$ cat src/rtl/edge_implication_monitor_if.sv
// rtl/edge_implication_monitor_if.sv - sample inputs and result outputs of edge_implication_monitor
interface edge_implication_monitor_if #(
  parameter int CNT_W = 16
);
  logic             en;
  logic             clr;
  logic [1:0]       mode;
  logic             ant;
  logic             cons;
  logic             pass_pulse;
  logic             fail_pulse;
  logic             vac_pulse;
  logic [CNT_W-1:0] pass_cnt;
  logic [CNT_W-1:0] fail_cnt;
  logic [CNT_W-1:0] vac_cnt;
  logic [CNT_W-1:0] cyc_cnt;
  logic             first_fail_valid;
  logic [CNT_W-1:0] first_fail_cycle;

  modport master (
    output en, clr, mode, ant, cons,
    input  pass_pulse, fail_pulse, vac_pulse,
    input  pass_cnt, fail_cnt, vac_cnt, cyc_cnt,
    input  first_fail_valid, first_fail_cycle
  );

  modport slave (
    input  en, clr, mode, ant, cons,
    output pass_pulse, fail_pulse, vac_pulse,
    output pass_cnt, fail_cnt, vac_cnt, cyc_cnt,
    output first_fail_valid, first_fail_cycle
  );
endinterface

$ cat src/rtl/edge_implication_monitor.sv
// rtl/edge_implication_monitor.sv - hardware form of ant |-> ##DLY fell/rose/stable/changed(cons)
module edge_implication_monitor #(
  parameter int CNT_W = 16,
  parameter int DLY   = 0
) (
  input  logic                     clk,
  input  logic                     rst_n,
  edge_implication_monitor_if.slave mon
);
  localparam int               PD       = (DLY > 0) ? DLY : 1;
  localparam logic [CNT_W-1:0] CNT_MAX  = '1;
  localparam logic [CNT_W-1:0] CNT_ONE  = CNT_W'(1);

  logic             cons_prev;
  logic [CNT_W-1:0] cyc_q;
  logic             cons_ok;

  // attempt arriving at the end of the pipe on this sample
  logic             end_v;
  logic             end_a;
  logic [CNT_W-1:0] end_c;

  logic             res_pass;
  logic             res_fail;
  logic             res_vac;
  logic [CNT_W-1:0] res_start;

  logic             pass_q;
  logic             fail_q;
  logic             vac_q;
  logic [CNT_W-1:0] pass_cnt_q;
  logic [CNT_W-1:0] fail_cnt_q;
  logic [CNT_W-1:0] vac_cnt_q;
  logic             ff_valid_q;
  logic [CNT_W-1:0] ff_cycle_q;

  generate
    if (DLY == 0) begin : g_nodly
      assign end_v = 1'b1;
      assign end_a = mon.ant;
      assign end_c = cyc_q;
    end else begin : g_dly
      logic [PD-1:0]    pipe_v;
      logic [PD-1:0]    pipe_a;
      logic [CNT_W-1:0] pipe_c [PD];

      always_ff @(posedge clk or negedge rst_n) begin
        if (!rst_n) begin
          pipe_v <= '0;
          pipe_a <= '0;
          for (int i = 0; i < PD; i++) pipe_c[i] <= '0;
        end else if (mon.clr) begin
          pipe_v <= '0;
          pipe_a <= '0;
          for (int i = 0; i < PD; i++) pipe_c[i] <= '0;
        end else if (mon.en) begin
          for (int i = PD - 1; i > 0; i--) begin
            pipe_v[i] <= pipe_v[i-1];
            pipe_a[i] <= pipe_a[i-1];
            pipe_c[i] <= pipe_c[i-1];
          end
          pipe_v[0] <= 1'b1;
          pipe_a[0] <= mon.ant;
          pipe_c[0] <= cyc_q;
        end
      end

      assign end_v = pipe_v[PD-1];
      assign end_a = pipe_a[PD-1];
      assign end_c = pipe_c[PD-1];
    end
  endgenerate

  // consequent compares the live cons against the previous sampled cons
  always_comb begin
    cons_ok = 1'b0;
    unique case (mon.mode)
      2'b00:   cons_ok = cons_prev & ~mon.cons;
      2'b01:   cons_ok = ~cons_prev & mon.cons;
      2'b10:   cons_ok = (cons_prev == mon.cons);
      default: cons_ok = (cons_prev != mon.cons);
    endcase
  end

  // resolution stage: loaded only on samples, consumed on the following edge
  always_ff @(posedge clk or negedge rst_n) begin
    if (!rst_n) begin
      cons_prev <= 1'b0;
      cyc_q     <= '0;
      res_pass  <= 1'b0;
      res_fail  <= 1'b0;
      res_vac   <= 1'b0;
      res_start <= '0;
    end else if (mon.clr) begin
      cons_prev <= 1'b0;
      cyc_q     <= '0;
      res_pass  <= 1'b0;
      res_fail  <= 1'b0;
      res_vac   <= 1'b0;
      res_start <= '0;
    end else if (mon.en) begin
      cons_prev <= mon.cons;
      if (cyc_q != CNT_MAX) cyc_q <= cyc_q + CNT_ONE;
      res_pass  <= end_v & end_a & cons_ok;
      res_fail  <= end_v & end_a & ~cons_ok;
      res_vac   <= end_v & ~end_a;
      res_start <= end_c;
    end else begin
      res_pass  <= 1'b0;
      res_fail  <= 1'b0;
      res_vac   <= 1'b0;
    end
  end

  // output stage: pulses, saturating counters and first-failure capture move together
  always_ff @(posedge clk or negedge rst_n) begin
    if (!rst_n) begin
      pass_q     <= 1'b0;
      fail_q     <= 1'b0;
      vac_q      <= 1'b0;
      pass_cnt_q <= '0;
      fail_cnt_q <= '0;
      vac_cnt_q  <= '0;
      ff_valid_q <= 1'b0;
      ff_cycle_q <= '0;
    end else if (mon.clr) begin
      pass_q     <= 1'b0;
      fail_q     <= 1'b0;
      vac_q      <= 1'b0;
      pass_cnt_q <= '0;
      fail_cnt_q <= '0;
      vac_cnt_q  <= '0;
      ff_valid_q <= 1'b0;
      ff_cycle_q <= '0;
    end else begin
      pass_q <= res_pass;
      fail_q <= res_fail;
      vac_q  <= res_vac;
      if (res_pass && pass_cnt_q != CNT_MAX) pass_cnt_q <= pass_cnt_q + CNT_ONE;
      if (res_fail && fail_cnt_q != CNT_MAX) fail_cnt_q <= fail_cnt_q + CNT_ONE;
      if (res_vac && vac_cnt_q != CNT_MAX) vac_cnt_q <= vac_cnt_q + CNT_ONE;
      if (res_fail && !ff_valid_q) begin
        ff_valid_q <= 1'b1;
        ff_cycle_q <= res_start;
      end
    end
  end

  assign mon.pass_pulse       = pass_q;
  assign mon.fail_pulse       = fail_q;
  assign mon.vac_pulse        = vac_q;
  assign mon.pass_cnt         = pass_cnt_q;
  assign mon.fail_cnt         = fail_cnt_q;
  assign mon.vac_cnt          = vac_cnt_q;
  assign mon.cyc_cnt          = cyc_q;
  assign mon.first_fail_valid = ff_valid_q;
  assign mon.first_fail_cycle = ff_cycle_q;
endmodule

$ cat src/flat_wrapper.sv
// flat-port wrapper written by rule: the top's interface ports become plain ports
module edge_implication_monitor_flat 
#(
  parameter int CNT_W = 16,
  parameter int DLY   = 0
)
  (clk, rst_n, mon_en, mon_clr, mon_mode, mon_ant, mon_cons, mon_pass_pulse, mon_fail_pulse, mon_vac_pulse, mon_pass_cnt, mon_fail_cnt, mon_vac_cnt, mon_cyc_cnt, mon_first_fail_valid, mon_first_fail_cycle);
  edge_implication_monitor_if #(.CNT_W(CNT_W)) mon_i ();
  input  logic clk;
  input  logic rst_n;
  input wire logic [$bits(mon_i.en)-1:0] mon_en;
  input wire logic [$bits(mon_i.clr)-1:0] mon_clr;
  input wire logic [$bits(mon_i.mode)-1:0] mon_mode;
  input wire logic [$bits(mon_i.ant)-1:0] mon_ant;
  input wire logic [$bits(mon_i.cons)-1:0] mon_cons;
  output wire logic [$bits(mon_i.pass_pulse)-1:0] mon_pass_pulse;
  output wire logic [$bits(mon_i.fail_pulse)-1:0] mon_fail_pulse;
  output wire logic [$bits(mon_i.vac_pulse)-1:0] mon_vac_pulse;
  output wire logic [$bits(mon_i.pass_cnt)-1:0] mon_pass_cnt;
  output wire logic [$bits(mon_i.fail_cnt)-1:0] mon_fail_cnt;
  output wire logic [$bits(mon_i.vac_cnt)-1:0] mon_vac_cnt;
  output wire logic [$bits(mon_i.cyc_cnt)-1:0] mon_cyc_cnt;
  output wire logic [$bits(mon_i.first_fail_valid)-1:0] mon_first_fail_valid;
  output wire logic [$bits(mon_i.first_fail_cycle)-1:0] mon_first_fail_cycle;
  assign mon_i.en = mon_en;
  assign mon_i.clr = mon_clr;
  assign mon_i.mode = mon_mode;
  assign mon_i.ant = mon_ant;
  assign mon_i.cons = mon_cons;
  assign mon_pass_pulse = mon_i.pass_pulse;
  assign mon_fail_pulse = mon_i.fail_pulse;
  assign mon_vac_pulse = mon_i.vac_pulse;
  assign mon_pass_cnt = mon_i.pass_cnt;
  assign mon_fail_cnt = mon_i.fail_cnt;
  assign mon_vac_cnt = mon_i.vac_cnt;
  assign mon_cyc_cnt = mon_i.cyc_cnt;
  assign mon_first_fail_valid = mon_i.first_fail_valid;
  assign mon_first_fail_cycle = mon_i.first_fail_cycle;
  edge_implication_monitor #(.CNT_W(CNT_W), .DLY(DLY)) u_core (.clk(clk), .rst_n(rst_n), .mon(mon_i));
endmodule
$ cat config.mk
export PLATFORM = sky130hd
export DESIGN_NAME = edge_implication_monitor_flat
export DESIGN_NICKNAME = d
export VERILOG_FILES = /design/src/rtl/edge_implication_monitor_if.sv /design/src/rtl/edge_implication_monitor.sv /design/src/flat_wrapper.sv
export SDC_FILE = /design/constraint.sdc
export NUM_CORES = 1
export LEC_CHECK = 0
export CAP_MARGIN = 10
export CORE_MARGIN = 3
export CORE_UTILIZATION = 52
export CTS_CLUSTER_SIZE = 16
export DETAILED_ROUTE_END_ITERATION = 12
export MAX_ROUTING_LAYER = met4
export PLACE_DENSITY = 0.78
export SLEW_MARGIN = 5
export SYNTH_ARGS = -nofsm -noshare
export SYNTH_HDL_FRONTEND = slang
export SYNTH_SLANG_ARGS = --single-unit
$ cat constraint.sdc
create_clock -name clk -period 3.1 [get_ports clk]
set_clock_uncertainty 0.15 [all_clocks]
set_input_delay 0.62 -clock clk [delete_from_list [all_inputs] [get_ports clk]]
set_output_delay 0.62 -clock clk [all_outputs]
set_load 0.01 [all_outputs]
==> results of run 1 <==
## worst max-delay path: stages (launching register included)
cell and delay [ns]:
dfrtp_1 0.43, ha_1 0.22, nand4_1 0.18, nor3_2 0.74, a21boi_1 0.23, mux2_2 0.32
## sequential cells by signal, indices dropped and copies added (netlist names)
| register | flops |
|---|---|
| u_core.mon.vac_cnt | 16 |
| u_core.mon.pass_pulse | 1 |
| u_core.mon.fail_pulse | 1 |
| u_core.res_vac | 1 |
| u_core.cons_prev | 1 |
| u_core.res_pass | 1 |
| u_core.mon.pass_cnt | 16 |
| u_core.mon.first_fail_cycle | 16 |
| u_core.mon.vac_pulse | 1 |
| u_core.res_start | 16 |
| u_core.res_fail | 1 |
| u_core.mon.cyc_cnt | 16 |
| u_core.mon.first_fail_valid | 1 |
| u_core.mon.fail_cnt | 16 |
## final timing paths
check	start	end	slack, ns	cells past startpoint
max	u_core.mon.fail_cnt[0]	u_core.mon.fail_cnt[0]	0.72	5
min in group clk	mon_clr	u_core.res_start[3]	0.35	2
max in group asynchronous	rst_n	u_core.mon.fail_cnt[7]	1.90	2
min	rst_n	u_core.mon.first_fail_cycle[8]	0.09	1
min reg2reg	u_core.res_start[6]	u_core.mon.first_fail_cycle[6]	0.36	2
max reg2reg	u_core.mon.fail_cnt[0]	u_core.mon.fail_cnt[0]	0.72	5
## power by group
| part | leakage (nW) | internal [mW] | switching [mW] |
|---|---|---|---|
| Combinational | 1.19 | 0.0627 | 0.100 |
| Clock | 0.0989 | 0.398 | 0.480 |
| Sequential | 1.45 | 1.37 | 0.0266 |
## cell usage in the layout (no fill, tap or decap), types with 12 or more instances in the layout
| cell | n |
|---|---|
| a211oi_1 | 12 |
| nand3_1 | 24 |
| a21oi_1 | 48 |
| nor2b_1 | 22 |
| o21ai_0 | 13 |
| nand2_1 | 59 |
| mux2i_1 | 20 |
| a31oi_1 | 14 |
| nand4_1 | 22 |
| dfrtp_1 | 104 |
| nor2_1 | 50 |
| mux2_2 | 14 |
| clkdlybuf4s50_1 | 89 |
## stage by stage
| step | cells | hold slack (ns) |
|---|---|---|
| 2_1_floorplan | 567 | 0.174 |
| 3_3_place_gp | 767 | 0.356 |
| 3_5_place_dp | 767 | 0.359 |
| 4_1_cts | 783 | 0.103 |
| 5_1_grt | 783 | 0.115 |
| 6_report | 783 | 0.0888 |
## cell families (layout without fill, tap and decap cells)
group           count (synthesis)  after routing  synth area share, %
compound gates                115            115                 13.1
buf+inv                        42            125                 3.46
xor+xnor                        1              1                0.160
simple gates                  265            265                 27.7
flops                         104            104                 47.6
mux                            34             34                 6.55
fa+ha+maj                       6              6                 1.37
## layer usage
layer,up-vias,part of all wire (%)
met5,-,0
met3,8,4.7
met2,120,50
met1,2315,45
met4,0,0.87
li1,2250,-
## layout make-up
cell class	count	area, um2	share of cell area (%)
Inverter	9	33.8	0.508
Clock inverter	6	67.6	1.02
Sequential cell	104	2600	39.1
Timing Repair Buffer	100	973	14.6
Clock buffer	10	138	2.07
Multi-Input combinational cell	421	2670	40.2
Tap cell	133	166	2.50
==> reports/results.env, run 1 <==
GP_ROUTABILITY_CONGESTION=0.862
ROUTE.ANTENNA.REMAINING_NETS=0
PLACED_AREA_MM2=0.00645
DIE_H_UM=108
FINAL_CORE_UTILIZATION_PCT=66.5
YS_ASYNC_SR_FRACTION_PCT=100
GRT_START_MAX_NET_PINS=59
FINALWORSTPATHREQUIREDPERIOD_NS=2.38
TIMING.MAX_CAP.VIOLATIONS=0
ANTENNADIODECOUNT=0
CLASS_OF_THE_TIGHTEST_HOLD_OR_REMOVAL_CHECK='primary input to async pin'
NUMBER_OF_MAX_SLEW_VIOLATIONS_IN_THE_FINAL_REPORT=0
CORE_REGION_AREA_MM2=0.0100
POSTSYNTHCELLCOUNT=567
GRT_OVERFLOW=0
SYNTH_TOP_CELLS_BY_COUNT='104 x dfrtp_1, 59 x nand2_1, 50 x nor2_1, 48 x a21oi_1, 24 x nand3_1'
USE_MET3_PCT=5.55
POST_ROUTE_CELLS_DRIVE_ABOVE_1_SHARE_PCT=8.77
TOTAL_LEAKAGE_POWER_nW=2.74
INITIAL_CORE_UTILIZATION_PCT=54.6
REQUIRED_ARRIVAL_TIME_AT_THE_WORST_ENDPOINT_NS=3.22
POSTROUTEWIRELENGTH_UM=12800
HPWLAFTERDP_UM=8900
VIA_PER_INST=5.99
DRT_PRE_ANTENNA_ITERS=5
DIE_AREA_MM2=0.0118
CTS-HTREE-LEVELS=3
SYNTH-EDFF-COUNT=0
CELLPOWERDENSITY_mW_PER_MM2=367
POST-ROUTE-CELL-AREA_MM2=0.00665
YOSYS_WARNINGS=0
MAX_CLOCK_FREQ_MHz=421
CRITICAL_PATH_CAPTURE_POINT_TYPE='register'
GRT_FIRST_PASS_WIRELENGTH_UM=21500
POST_CTS_HOLD_BUFFER_COUNT=0
SYNTH_FP_NETS=581
WORST_SKEW_PAIR.LATE_LATENCY_NS=0.38
CTS_BUFFERS=9
CRITPATHARRIVALTIME_NS=2.50
YOSYSSEQAREASHARE_PCT=47.6
SYNTHESIS.AREA_MM2=0.00546
CLKTRANSATPATHREGS_NS=0.11
FIN_NETS=659
HORIZONTAL_EXTENT_OF_THE_DIE_UM=108
TIMING.SLEW.HEADROOM_PCT=44.3
SYNTH.MOST_COMMON_CELL='dfrtp_1'
ROUTE.DETAILED.DRC=0
RSZ0062_AT_GRT='no'
FINAL.SETUP.WORST_SLACK_NS=0.723
SYNTH_FLOP_CELL='dfrtp_1'
INITIAL_ANTENNA_VIOLATION_COUNT=0
CLOCK_SINKS=104
GRTUSAGEMET1_PCT=30.7
TOTAL_POWER_mW=2.44
PATH_CLASS='register to register'
GLOBALROUTE.BUSIESTLAYER='met2'
NUM_VIAS=4693
FP-ROW-COUNT=36
POSTCTSSETUPREPAIRBUFS=0
PORT_BUFFERS=91
GRT_PASS1_VIAS=4406
SYNTH_TO_LAYOUT_AREA_GROWTH_PCT=21.8
SETUP_VIOLATIONS=0
POWER.IR.VDD_WORST_V=0.000443
FINALHOLDVIOLCOUNT=0
SYNTHDISTINCTLIBCELLS=60
CTS_TREE='built'
WORST-SLEW-PIN-TRANSITION_NS=0.830
CLOCKROOTBUFFER='clkbuf_8'
MAIN_AREA_CONTRIBUTORS_AFTER_SYNTHESIS='dfrtp_1 48%, a21oi_1 4.4%, nand2_1 4.1%, mux2i_1 3.7%, nor2_1 3.4%'
CTS_MAX_PATH_BUFFERS=2
TOTALNEGATIVESETUPSLACK_NS=0
GRT.MET2_USAGE_PCT=37.7
DR.FIRST_ITER.DRC_COUNT=297
OUTCOME='complete, no violations'
CRITPATHLAUNCHTYPE='register'
SYNTH.TOP_CELL.AREA_SHARE_PCT=47.6
WORST_SETUP_SLACK_AFTER_PLACEMENT_NS=0.617
ROUTED_WIRE_LENGTH_PER_INSTANCE_UM=16.3
GRT_USE_TOTAL_PCT=23.6
IO-PIN-COUNT=92
CTSRESIZECOUNT=0
SYN_AREA_PER_CELL_UM2=9.63
POST-SYNTH-TOP-AREA-CELL='dfrtp_1'
PERIOD_SHARE_PCT=76.7
CRIT_PATH_MAX_FO=16
YS_SEQ_ELEMENTS=104
FILLCELLCOUNT=860
Power figures use the tool's default switching activity.
==> run 2, diff against run 1 <==
- CORE_UTILIZATION: 52 -> 48
- PLACE_DENSITY: 0.78 -> 0.76
- clock period: 3.1 -> 2 ns (I/O delays scaled with it)
==> reports/results.env, run 2 (synthesis gave the netlist of run 1 again) <==
FINAL_CORE_UTILIZATION_PCT=65.4
FINALWORSTPATHREQUIREDPERIOD_NS=1.97
TOPROUTINGLAYERUSED='met4'
CTS_MAX_PATH_BUFFERS=2
CELLPOWERDENSITY_mW_PER_MM2=611
WORSTPATHCELLLIST='clkdlybuf4s50_1'
FP-ROW-COUNT=38
FIN_NETS=701
NUMBER_OF_MAX_SLEW_VIOLATIONS_IN_THE_FINAL_REPORT=0
ROUTE.ANTENNA.REMAINING_NETS=0
RSZ0062_AT_GRT='no'
SEQ_AREA_MM2=0.00262
DR.FIRST_ITER.DRC_COUNT=428
ANTENNADIODECOUNT=0
TIMING.SLEW.HEADROOM_PCT=59.5
CTS_TREE='built'
WORST-SLEW-PIN-TRANSITION_NS=0.607
GRT_START_MAX_NET_PINS=59
DIE_AREA_MM2=0.0127
SETUP_VIOLATIONS=0
IO-PIN-COUNT=92
GRT_PASS1_VIAS=4995
MET3ROUTEDLENGTH_UM=541
PLACED_AREA_MM2=0.00680
INITIAL_ANTENNA_VIOLATION_COUNT=0
SYNTH_TO_LAYOUT_AREA_GROWTH_PCT=31.4
CRITPATHSLOWESTCELL='clkdlybuf4s50_1'
LARGEST_STAGE_DELAY_WORST_PATH_NS=0.59
TIMING.MAX_CAP.VIOLATIONS=0
POSTROUTEWIRELENGTH_UM=13600
WORST_R2R_ENDPOINT='u_core.mon.cyc_cnt[0]'
CRITPATHARRIVALTIME_NS=1.42
HPWLAFTERDP_UM=9780
GRT_FIRST_PASS_WIRELENGTH_UM=23800
WORSTHOLDENDPOINT='u_core.mon.cyc_cnt[9]'
POWER.IR.VDD_WORST_V=0.000387
WORST_SKEW_PAIR.LATE_LATENCY_NS=0.34
CLKTRANSATPATHREGS_NS=0.07
CRITICAL_PATH_CAPTURE_POINT_TYPE='primary output'
CPLARGESTDELAYFAMILY='buffers and inverters'
HORIZONTAL_EXTENT_OF_THE_DIE_UM=113
TOTALNEGATIVESETUPSLACK_NS=0
PERIOD_SHARE_PCT=98.5
TOTAL_LEAKAGE_POWER_nW=3.06
FIN_CELLS=832
DIE_H_UM=113
WORST_SETUP_PATH_STARTPOINT='u_core.mon.pass_cnt[4]'
NUM_VIAS=4843
VIA_PER_INST=5.82
CTS-HTREE-LEVELS=3
DRT_PRE_ANTENNA_ITERS=4
CRITICAL_PATH.REG2REG.STARTPOINT='u_core.mon.cyc_cnt[0]'
DRT-MET1-WL_UM=6140
DETAILROUTE.WIRELENGTH.MET2_UM=6870
GRT_USE_TOTAL_PCT=23.1
CLASS_OF_THE_TIGHTEST_HOLD_OR_REMOVAL_CHECK='primary input to register'
ROUTED_WIRE_LENGTH_PER_INSTANCE_UM=16.4
OUTCOME='complete, no violations'
CLOCK_SINKS=104
PATH_CLASS='register to primary output'
WORST_R2R_PATH_DEPTH=5
FILLCELLCOUNT=925
ROUTE.DETAILED.DRC=0
GRT_OVERFLOW=0
INITIAL_CORE_UTILIZATION_PCT=49.7
TIMING.REG2REG.SETUP_SLACK_NS=0.11
TIMING.HOLD.WORST.START='mon_clr'
CRIT_PATH_MAX_FO=9
TIMING.CRITICAL_PATH.BUF_INV=1
POST-ROUTE-CELL-AREA_MM2=0.00718
MULTIINPUTGATEAREA_MM2=0.00269
CTS_BUFFERS=9
CORE_REGION_AREA_MM2=0.0110
WHS_PATH_DEPTH=3
PORT_BUFFERS=91
MOSTFREQUENTLAYOUTCELLS='94 x dfrtp_1, 85 x clkdlybuf4s50_1, 59 x nand2_1'
REQUIRED_ARRIVAL_TIME_AT_THE_WORST_ENDPOINT_NS=1.45
POST_ROUTE_CELLS_DRIVE_ABOVE_1_SHARE_PCT=16.0
LAYOUT.CELLS.MOST_COMMON='dfrtp_1'
FINALHOLDVIOLCOUNT=0
GP_ROUTABILITY_CONGESTION=0.916
PLACED_CELLS_INCL_TAPS=813
CRITPATHLAUNCHTYPE='register'
MAX_CLOCK_FREQ_MHz=507
CLOCKROOTBUFFER='clkbuf_16'
==> run 2: changes by cell type in the layout (fill, tap and decap cells not counted), moves of 3 or more <==
| cell | delta |
|---|---|
| dlymetal6s2s_1 | +3 |
| dfrtp_1 | -10 |
| dfrtp_2 | +10 |
| clkbuf_8 | -10 |
| clkdlybuf4s50_1 | -4 |
| clkbuf_16 | +9 |
| buf_4 | +38 |
| buf_12 | +3 |
==> run 2: repair_timing <==
item,CTS,global route
gates resized for setup,2,12
hold buffers,1,0
endpoints found under the setup margin,3,15
endpoints found under the hold margin,28,0
buffers inserted,2,0
==> run 2: layer usage <==
metal  vias to the layer above  track usage (%)
met5                         -                -
met4                         0             6.41
met3                         8             3.34
met2                       113             38.2
met1                      2383             29.8
li1                       2339                -
==> run 2: stage by stage <==
| step | hold WS (ns) | setup WS [ns] | power, mW |
|---|---|---|---|
| after detailed placement | 0.230 | -0.0833 | 2.51 |
| after global routing | 0.306 | 0.000510 | 4.56 |
| after global placement | 0.222 | -0.0642 | 2.50 |
| after CTS | 0.278 | 0.000152 | 4.43 |
| after floorplan | -0.0456 | 0.0114 | 2.34 |
| final | 0.292 | 0.0290 | 4.39 |
==> run 2: worst max-delay path by stage <==
stage,end,slack (ns),depth (start not counted)
final,mon_pass_cnt[4],0.03,1
after global routing,mon_cyc_cnt[7],0.0005,1
after CTS,mon_fail_cnt[7],0.0002,1
after detailed placement,u_core.mon.cyc_cnt[4],-0.08,5
after global placement,u_core.mon.cyc_cnt[15],-0.06,5
after floorplan,u_core.mon.cyc_cnt[0],0.01,6
==> run 2: cell type report <==
class	count	share of cell area, %
multi-input combinational	421	37.5
inverter	9	0.471
sequential	104	36.4
timing repair buffer	142	18.6
tap	140	2.44
clock buffer	9	3.14
clock inverter	7	1.45
==> run 2: power breakdown <==
part           total (mW)  leakage [nW]  switching (mW)  internal (mW)
clock                1.92         0.154           0.807           1.11
sequential           2.15          1.43          0.0256           2.13
combinational       0.314          1.48           0.186          0.127
total                4.39          3.06            1.02           3.37
==> run 3, diff against run 2 <==
- CORE_UTILIZATION: 48 -> 52
- CTS_CLUSTER_DIAMETER: not set -> 150
- PLACE_DENSITY: 0.76 -> 0.87
- clock period: 2 -> 2.3 ns (I/O delays scaled with it)
==> reports/results.env, run 3 (synthesis gave the netlist of run 1 again) <==
CTS_TREE='built'
REQUIRED_ARRIVAL_TIME_AT_THE_WORST_ENDPOINT_NS=1.69
GP_ROUTABILITY_CONGESTION=0.908
RSZ0062_AT_GRT='no'
CLASS_OF_THE_TIGHTEST_HOLD_OR_REMOVAL_CHECK='primary input to register'
COMBINATIONALPOWERSHARE_PCT=7.6
CLOCKROOTBUFFER='clkbuf_8'
FINALWORSTPATHREQUIREDPERIOD_NS=2.15
CRITICAL_PATH_CAPTURE_POINT_TYPE='primary output'
ROUTE.ANTENNA.REMAINING_NETS=0
MOSTFREQUENTLAYOUTCELLS='104 x dfrtp_1, 89 x clkdlybuf4s50_1, 59 x nand2_1'
TOTALNEGATIVESETUPSLACK_NS=0
HORIZONTAL_EXTENT_OF_THE_DIE_UM=108
TIMING.MAX_CAP.VIOLATIONS=0
FINAL_CORE_UTILIZATION_PCT=67.5
CRITPATHSLOWESTCELL='clkdlybuf4s50_1'
LARGEST_STAGE_DELAY_WORST_PATH_NS=0.61
CRITPATHARRIVALTIME_NS=1.54
GRT_FIRST_PASS_WIRELENGTH_UM=22000
NETSWITCHINGFRACTION_PCT=26.1
CLOCK_SINKS=104
GRT_USE_TOTAL_PCT=23.8
CPLARGESTDELAYFAMILY='buffers and inverters'
DIE_H_UM=108
FIN_NETS=670
TIMING.HOLD.WORST.START='mon_clr'
SETUP_VIOLATIONS=0
SWITCHING_POWER_OF_THE_NETS_mW=0.830
TIMING.REG2REG.SETUP_SLACK_NS=0.21
TIMING.SLEW.HEADROOM_PCT=58.8
WORST_R2R_ENDPOINT='u_core.mon.cyc_cnt[0]'
ANTENNADIODECOUNT=0
CRIT_PATH_MAX_FO=10
NUM_VIAS=4797
DRT_PRE_ANTENNA_ITERS=5
OUTCOME='complete, no violations'
FP-ROW-COUNT=36
POWER.IR.VDD_WORST_V=0.000251
TOTAL_LEAKAGE_POWER_nW=2.79
HPWLAFTERDP_UM=9370
WHS_PATH_DEPTH=2
ROUTED_WIRE_LENGTH_PER_INSTANCE_UM=16.5
WORSTPATHCELLLIST='clkdlybuf4s50_1'
CLKTRANSATPATHREGS_NS=0.11
INTPOWER_mW=2.35
SYNTH_TO_LAYOUT_AREA_GROWTH_PCT=23.5
INITIAL_CORE_UTILIZATION_PCT=54.6
CRITICAL_PATH.REG2REG.STARTPOINT='u_core.mon.cyc_cnt[1]'
WORSTHOLDENDPOINT='u_core.mon.pass_pulse'
NUMBER_OF_MAX_SLEW_VIOLATIONS_IN_THE_FINAL_REPORT=0
GRT_OVERFLOW=0
CTS-HTREE-LEVELS=3
POSTCTSSETUPREPAIRBUFS=0
WORST_SKEW_PAIR.LATE_LATENCY_NS=0.37
CTS_BUFFERS=9
GRT_PASS1_VIAS=4532
DR.FIRST_ITER.DRC_COUNT=357
PORT_BUFFERS=91
CORE_REGION_AREA_MM2=0.0100
POST_ROUTE_CELLS_DRIVE_ABOVE_1_SHARE_PCT=10.1
MAX_CLOCK_FREQ_MHz=465
GRT_START_MAX_NET_PINS=46
WORST-SLEW-PIN-TRANSITION_NS=0.618
ROUTE.DETAILED.DRC=0
LAYOUT.CELLS.MOST_COMMON='dfrtp_1'
TIMING.CRITICAL_PATH.BUF_INV=1
CTS_MAX_PATH_BUFFERS=2
PERIOD_SHARE_PCT=93.5
INITIAL_ANTENNA_VIOLATION_COUNT=0
WORST_R2R_PATH_DEPTH=5
PWR-SHARE-SEQ_PCT=59.1
IO-PIN-COUNT=92
POSTROUTEWIRELENGTH_UM=13100
DIE_AREA_MM2=0.0118
CRITPATHLAUNCHTYPE='register'
FINALHOLDVIOLCOUNT=0
PATH_CLASS='register to primary output'
VIA_PER_INST=6.04
CELLPOWERDENSITY_mW_PER_MM2=471
CLOCK_POWER_SHARE_PCT=33.3
==> run 3: layout make-up <==
| type | count | area (um2) |
|---|---|---|
| multi-input combinational | 421 | 2670 |
| clock buffer | 9 | 124 |
| clock inverter | 7 | 55.1 |
| sequential | 104 | 2600 |
| inverter | 9 | 33.8 |
| fill | 821 | 3250 |
| timing repair buffer | 111 | 1100 |
| tap | 133 | 166 |
==> run 3: power by group through the flow <==
stage                     combinational, mW  clock, mW  sequential, mW
final                                 0.241       1.06            1.88
after global routing                  0.269       1.17            1.88
after CTS                             0.246       1.09            1.88
after detailed placement              0.244          0            1.92
after global placement                0.237          0            1.91
after floorplan                       0.110          0            1.91
==> run 3: through the flow <==
| step | cells | worst slack (ns) | total power [mW] | instance area, um2 | hold slack [ns] |
|---|---|---|---|---|---|
| 2_1_floorplan | 567 | 0.232 | 2.02 | 5460 | 0.0144 |
| 3_3_place_gp | 777 | 0.121 | 2.15 | 6560 | 0.328 |
| 3_5_place_dp | 777 | 0.0364 | 2.16 | 6560 | 0.335 |
| 4_1_cts | 794 | 0.134 | 3.22 | 6750 | 0.307 |
| 5_1_grt | 794 | 0.0755 | 3.32 | 6750 | 0.329 |
| 6_report | 794 | 0.149 | 3.18 | 6750 | 0.322 |
==> run 3: worst max-delay path by stage <==
stage | start | end | cells after the start
after global routing | u_core.mon.cyc_cnt[5] | mon_cyc_cnt[5] | 1
after CTS | u_core.mon.cyc_cnt[5] | mon_cyc_cnt[5] | 1
after floorplan | u_core.mon.cyc_cnt[0] | u_core.mon.cyc_cnt[0] | 6
after detailed placement | mon_en | u_core.mon.cyc_cnt[14] | 5
after global placement | mon_en | u_core.mon.cyc_cnt[14] | 5
final | u_core.mon.cyc_cnt[5] | mon_cyc_cnt[5] | 1
==> run 3: repair_timing <==
item	CTS	global route
hold buffers	1	0
hold endpoints to repair	35	0
resized for setup	0	0
==> run 3: layer usage <==
metal	part of all wire (%)	global-route usage [%]
met5	0	-
met2	50	38.7
met3	4.6	2.75
met1	44	31.4
met4	1.4	7.30
